==> src/rtl/bus_select_encoder.sv <==
// Registered one-hot to binary bus-select encoder with multi-driver conflict detection.
// Optional build macro BUS_SELECT_PRIORITY_EN: lowest set bit wins instead of faulting.
module bus_select_encoder #(
  parameter int unsigned IN_WIDTH  = 16,
  parameter int unsigned OUT_WIDTH = 4,
  parameter int unsigned CNT_WIDTH = 8
) (
  input  logic                 clock,
  input  logic                 clear,
  input  logic                 encoderEnable,
  input  logic [IN_WIDTH-1:0]  encoderInput,
  output logic [OUT_WIDTH-1:0] encoderOutput,
  output logic                 outputValid,
  output logic                 conflict,
  output logic [CNT_WIDTH-1:0] conflictCount
);

  typedef enum logic [1:0] {IDLE, DRIVE, FAULT} state_t;
  typedef enum logic [1:0] {CLS_NONE, CLS_ONE, CLS_MULTI} cls_t;

  state_t                 state;
  state_t                 state_next;
  cls_t                   cls;
  logic                   any_set;
  logic                   found;
  logic [OUT_WIDTH-1:0]   code;
  logic [OUT_WIDTH-1:0]   code_next;
  logic                   valid_next;
  logic                   conflict_next;
  logic [CNT_WIDTH-1:0]   count_next;
  logic [CNT_WIDTH-1:0]   count_inc;

  // Lowest set bit gives the code; unique when the request is legal.
  always_comb begin
    code  = '0;
    found = 1'b0;
    for (int unsigned i = 0; i < IN_WIDTH; i++) begin
      if (encoderInput[i] && !found) begin
        code  = OUT_WIDTH'(i);
        found = 1'b1;
      end
    end
  end

  assign any_set = |encoderInput;

`ifdef BUS_SELECT_PRIORITY_EN
  always_comb begin
    cls = CLS_NONE;
    if (encoderEnable && any_set) cls = CLS_ONE;
  end
`else
  logic multi_set;
  assign multi_set = |(encoderInput & (encoderInput - IN_WIDTH'(1)));

  always_comb begin
    cls = CLS_NONE;
    if (encoderEnable && any_set) cls = multi_set ? CLS_MULTI : CLS_ONE;
  end
`endif

  assign count_inc = (&conflictCount) ? conflictCount : conflictCount + CNT_WIDTH'(1);

  // State and output registers.
  always_ff @(posedge clock or posedge clear) begin
    if (clear) begin
      state         <= IDLE;
      encoderOutput <= '0;
      outputValid   <= 1'b0;
      conflict      <= 1'b0;
      conflictCount <= '0;
    end else begin
      state         <= state_next;
      encoderOutput <= code_next;
      outputValid   <= valid_next;
      conflict      <= conflict_next;
      conflictCount <= count_next;
    end
  end

  // Next-state logic; FAULT is left only through an idle request line.
  always_comb begin
    state_next = state;
    case (state)
      IDLE, DRIVE: begin
        case (cls)
          CLS_ONE:   state_next = DRIVE;
          CLS_MULTI: state_next = FAULT;
          default:   state_next = IDLE;
        endcase
      end
      FAULT: begin
        if (cls == CLS_NONE) state_next = IDLE;
      end
      default: state_next = IDLE;
    endcase
  end

  // Next output values; the select code is only ever replaced by a new legal grant.
  always_comb begin
    code_next     = encoderOutput;
    valid_next    = outputValid;
    conflict_next = conflict;
    count_next    = conflictCount;
    case (state)
      IDLE, DRIVE: begin
        case (cls)
          CLS_ONE: begin
            code_next  = code;
            valid_next = 1'b1;
          end
          CLS_MULTI: begin
            valid_next    = 1'b0;
            conflict_next = 1'b1;
            count_next    = count_inc;
          end
          default: valid_next = 1'b0;
        endcase
      end
      FAULT: begin
        valid_next = 1'b0;
        if (cls == CLS_NONE) conflict_next = 1'b0;
      end
      default: begin
        valid_next    = 1'b0;
        conflict_next = 1'b0;
      end
    endcase
  end

endmodule

==> config.mk <==
export PLATFORM = sky130hd
export DESIGN_NAME = bus_select_encoder
export DESIGN_NICKNAME = d
export VERILOG_FILES = /design/src/rtl/bus_select_encoder.sv
export SDC_FILE = /design/constraint.sdc
export NUM_CORES = 1
export LEC_CHECK = 0
export ABC_AREA = 1
export CAP_MARGIN = 20
export CORE_ASPECT_RATIO = 0.7
export CORE_UTILIZATION = 40
export CTS_CLUSTER_DIAMETER = 200
export DETAILED_ROUTE_END_ITERATION = 8
export PLACE_DENSITY = 0.73
export SLEW_MARGIN = 10
export SYNTH_ARGS = -nofsm -noshare
export SYNTH_HDL_FRONTEND = slang
export SYNTH_SLANG_ARGS = --single-unit
==> constraint.sdc <==
create_clock -name clock -period 2.9 [get_ports clock]
set_input_delay 0.58 -clock clock [delete_from_list [all_inputs] [get_ports clock]]
set_output_delay 0.58 -clock clock [all_outputs]
set_load 0.05 [all_outputs]
==> results.json <==
{
  "place_congestion": 0.9158,
  "htree_levels": 1,
  "synth_cell_types": 28,
  "cellPowerDensity_mw_per_mm2": 464.4,
  "r2r_slack_ns": 1.36,
  "syn_avg_cell_area_um2": 7.155,
  "cts_tree": "yes",
  "core-area_mm2": 0.003276,
  "clk_latency_ns": 0.25,
  "p_int_uw": 507.2,
  "synth_top_area_share_pct": 28.12,
  "swShare_pct": 40.87,
  "drt_wl_total_mm": 3.242,
  "start_util_pct": 43.47,
  "port_buffers": 32,
  "p_switching_uw": 350.5,
  "cap_violations": 0,
  "clockRootBuffer": "clkbuf_8",
  "max_freq_ghz": 0.4304,
  "hold_class": "register to register",
  "yosys-top-cells-area": "dfrtp_1 (28%), nand2_1 (17%), nand3_1 (5.6%)",
  "clock_power_share_pct": 23.1,
  "finalCriticalPeriod_ns": 2.324,
  "stdcell_count": 281,
  "timing.hold.ws_ns": 0.4831,
  "design_area_mm2": 0.001847,
  "grt_pass1_wl_mm": 5.692,
  "clkTransAtPathRegs_ns": 0.06,
  "r2r-start": "conflictCount[1]",
  "clock-sinks": 16,
  "r2r.worst_path.cells": 6,
  "setup_viol": 0,
  "cts_setup_buffers": 0,
  "yosysWarnings": 0,
  "hpwl_mm": 2.674,
  "diodes": 0,
  "synth_nets": 219,
  "ys_seq_area_share_pct": 28.12,
  "relSlewSlack_pct": 60.28,
  "skew_ns": 0.007300,
  "die_area_mm2": 0.003806,
  "cts_buffer_depth": 2,
  "cp-end-kind": "register",
  "place_inst": 277,
  "startpoint_type": "input port",
  "synthesis.area_mm2": 0.001424,
  "synth_top_cell_by_area": "dfrtp_1",
  "critPathMaxFanout": 13,
  "synth-seq-cells": 16,
  "post_drt_wl_per_cell_um": 11.54,
  "post_cts_resize_count": 0,
  "placed_area_mm2": 0.001792,
  "reg2reg_to": "conflictCount[6]",
  "drc": 0,
  "cp.arrival_ns": 2.51,
  "die_h_um": 51.92,
  "finalHoldViolCount": 0,
  "drive_gt1_share_pct": 16.24,
  "nets": 255,
  "sequentialPowerShare_pct": 35.4,
  "drt_iter0_markers": 116,
  "leakage_uw": 0.0009024,
  "area_delta_synth_final_pct": 29.70,
  "first_pass_iters": 4,
  "cts_hold_buffers": 0,
  "dr_total_vias": 1368,
  "required_ns": 3.09,
  "postSynthCellCount": 199,
  "num_io_pins": 33,
  "status": "finished clean",
  "gr-total-overflow": 0,
  "detail-route-antenna-nets": 0,
  "first_global_vias": 1253,
  "pwr-share-comb_pct": 41.5,
  "rsz0062_at_grt": "no",
  "grt_use_total_pct": 19.80,
  "path_class": "input port to register",
  "startpoint": "encoderInput[2]",
  "min_period_over_period_pct": 80.13,
  "cts-buffers-inserted": 3,
  "fp.dieW_um": 73.31,
  "grt_max_degree": 17,
  "core.rowCount": 17,
  "tightest_slew_ns": 0.5951,
  "crit_end": "encoderOutput[2]",
  "via_per_inst": 4.868,
  "antenna_found_initial": 0,
  "vdd_drop_max_uv": 308.2,
  "fill_cells": 325,
  "setup_tns_ns": 0,
  "slew_viol_final": 0
}
-- cells in the final DEF, fill, tap and decap left out, types with 3 or more instances in the layout --
| master | count |
|---|---|
| nand2_1 | 64 |
| clkdlybuf4s50_1 | 32 |
| inv_1 | 19 |
| nor2_1 | 16 |
| nand3_1 | 16 |
| dfrtp_1 | 16 |
| nand4_1 | 11 |
| nor2_2 | 9 |
| nor2_4 | 6 |
| nand2_4 | 5 |
| nand2_2 | 5 |
| o21ai_0 | 5 |
| clkbuf_8 | 4 |
| xor2_1 | 3 |
| xnor2_1 | 3 |
-- worst min path at each step --
stage                          start                to  slack [ns]  cells past startpoint
floorplan                      clear          conflict        0.49                      1
global placement            conflict          conflict        0.47                      2
detailed placement  encoderOutput[2]  encoderOutput[2]        0.46                      2
CTS                         conflict          conflict        0.49                      2
global route        encoderOutput[2]  encoderOutput[2]        0.52                      2
finish              encoderOutput[3]  encoderOutput[3]        0.48                      2
-- power by group through the flow --
stage	Sequential, uW	Combinational [uW]	Clock, uW
floorplan	410	126	0
global placement	308	355	0
detailed placement	307	357	0
CTS	303	358	202
global route	311	392	211
finish	304	356	198
-- state kept, by name (all words and copies together) (netlist names) --
register and count:
encoderOutput 4, outputValid 1, conflict 1, conflictCount 8, state 2
-- per-layer routing --
| layer | part of all wire, % | vias up | GRT usage (%) | wire length (um) |
|---|---|---|---|---|
| met5 | 0 | - | 0 | 0 |
| met4 | 0.25 | 0 | 2.885 | 8 |
| met3 | 7.4 | 2 | 5.426 | 239 |
| met2 | 38 | 57 | 27.31 | 1242 |
| met1 | 54 | 587 | 30.66 | 1751 |
| li1 | - | 722 | - | - |
-- synth_stat cells --
| cell type | count |
|---|---|
| dfrtp_1 | 16 |
| o21ai_0 | 5 |
| nand2_2 | 5 |
| nand3_4 | 2 |
| nor2_4 | 6 |
| o21ai_4 | 1 |
| nand3b_2 | 1 |
| inv_1 | 19 |
| nor3_2 | 2 |
| nor2_8 | 1 |
| a21oi_1 | 1 |
| nand4_1 | 11 |
| o211ai_1 | 2 |
| o311ai_0 | 2 |
| and2_1 | 1 |
| inv_2 | 1 |
| nor3_1 | 2 |
| o21ai_1 | 2 |
| nand2_8 | 1 |
| xor2_1 | 3 |
| nand2_4 | 5 |
| xnor2_1 | 3 |
| ha_1 | 1 |
| nand2_1 | 64 |
| buf_6 | 1 |
| nand3_1 | 16 |
| nor2_1 | 16 |
| nor2_2 | 9 |
-- critical path: stages --
cell and delay [ns]:
clkdlybuf4s50_1 0.47, nor2_2 0.24, nand3_1 0.20, o21ai_1 0.24
nand2_1 0.09, nor2_2 0.17, nand3_4 0.21, nor2_4 0.16
nand3_1 0.09, nand2_1 0.07
-- cell families (layout without fill, tap and decap cells) --
| family | Yosys count | in the layout | synth area share (%) |
|---|---|---|---|
| flops | 16 | 16 | 28.12 |
| simple gates | 142 | 142 | 55.01 |
| buf+inv | 21 | 56 | 6.063 |
| xor+xnor | 6 | 6 | 3.691 |
| fa+ha+maj | 1 | 1 | 0.8786 |
| compound gates | 13 | 13 | 6.239 |
-- per-stage QoR --
step                      setup WS [ns]  utilization [%]  total power [uW]
after floorplan                   1.111                -             535.3
after global placement           0.3231            54.70             662.2
after detailed placement         0.3625            54.70             663.9
after CTS                        0.6159            56.38             862.7
after global routing             0.4352            56.38             913.8
final                            0.5763            56.38             857.7
-- final cells by class --
| cell class | count | area, um^2 | share of cell area, % |
|---|---|---|---|
| multi-input combinational | 162 | 937.1 | 50.75 |
| inverter | 20 | 75.07 | 4.065 |
| timing repair buffer | 32 | 320.3 | 17.34 |
| sequential | 16 | 400.4 | 21.68 |
| clock buffer | 4 | 55.05 | 2.981 |
| tap | 47 | 58.81 | 3.184 |
(Power assumes the default switching activity.)
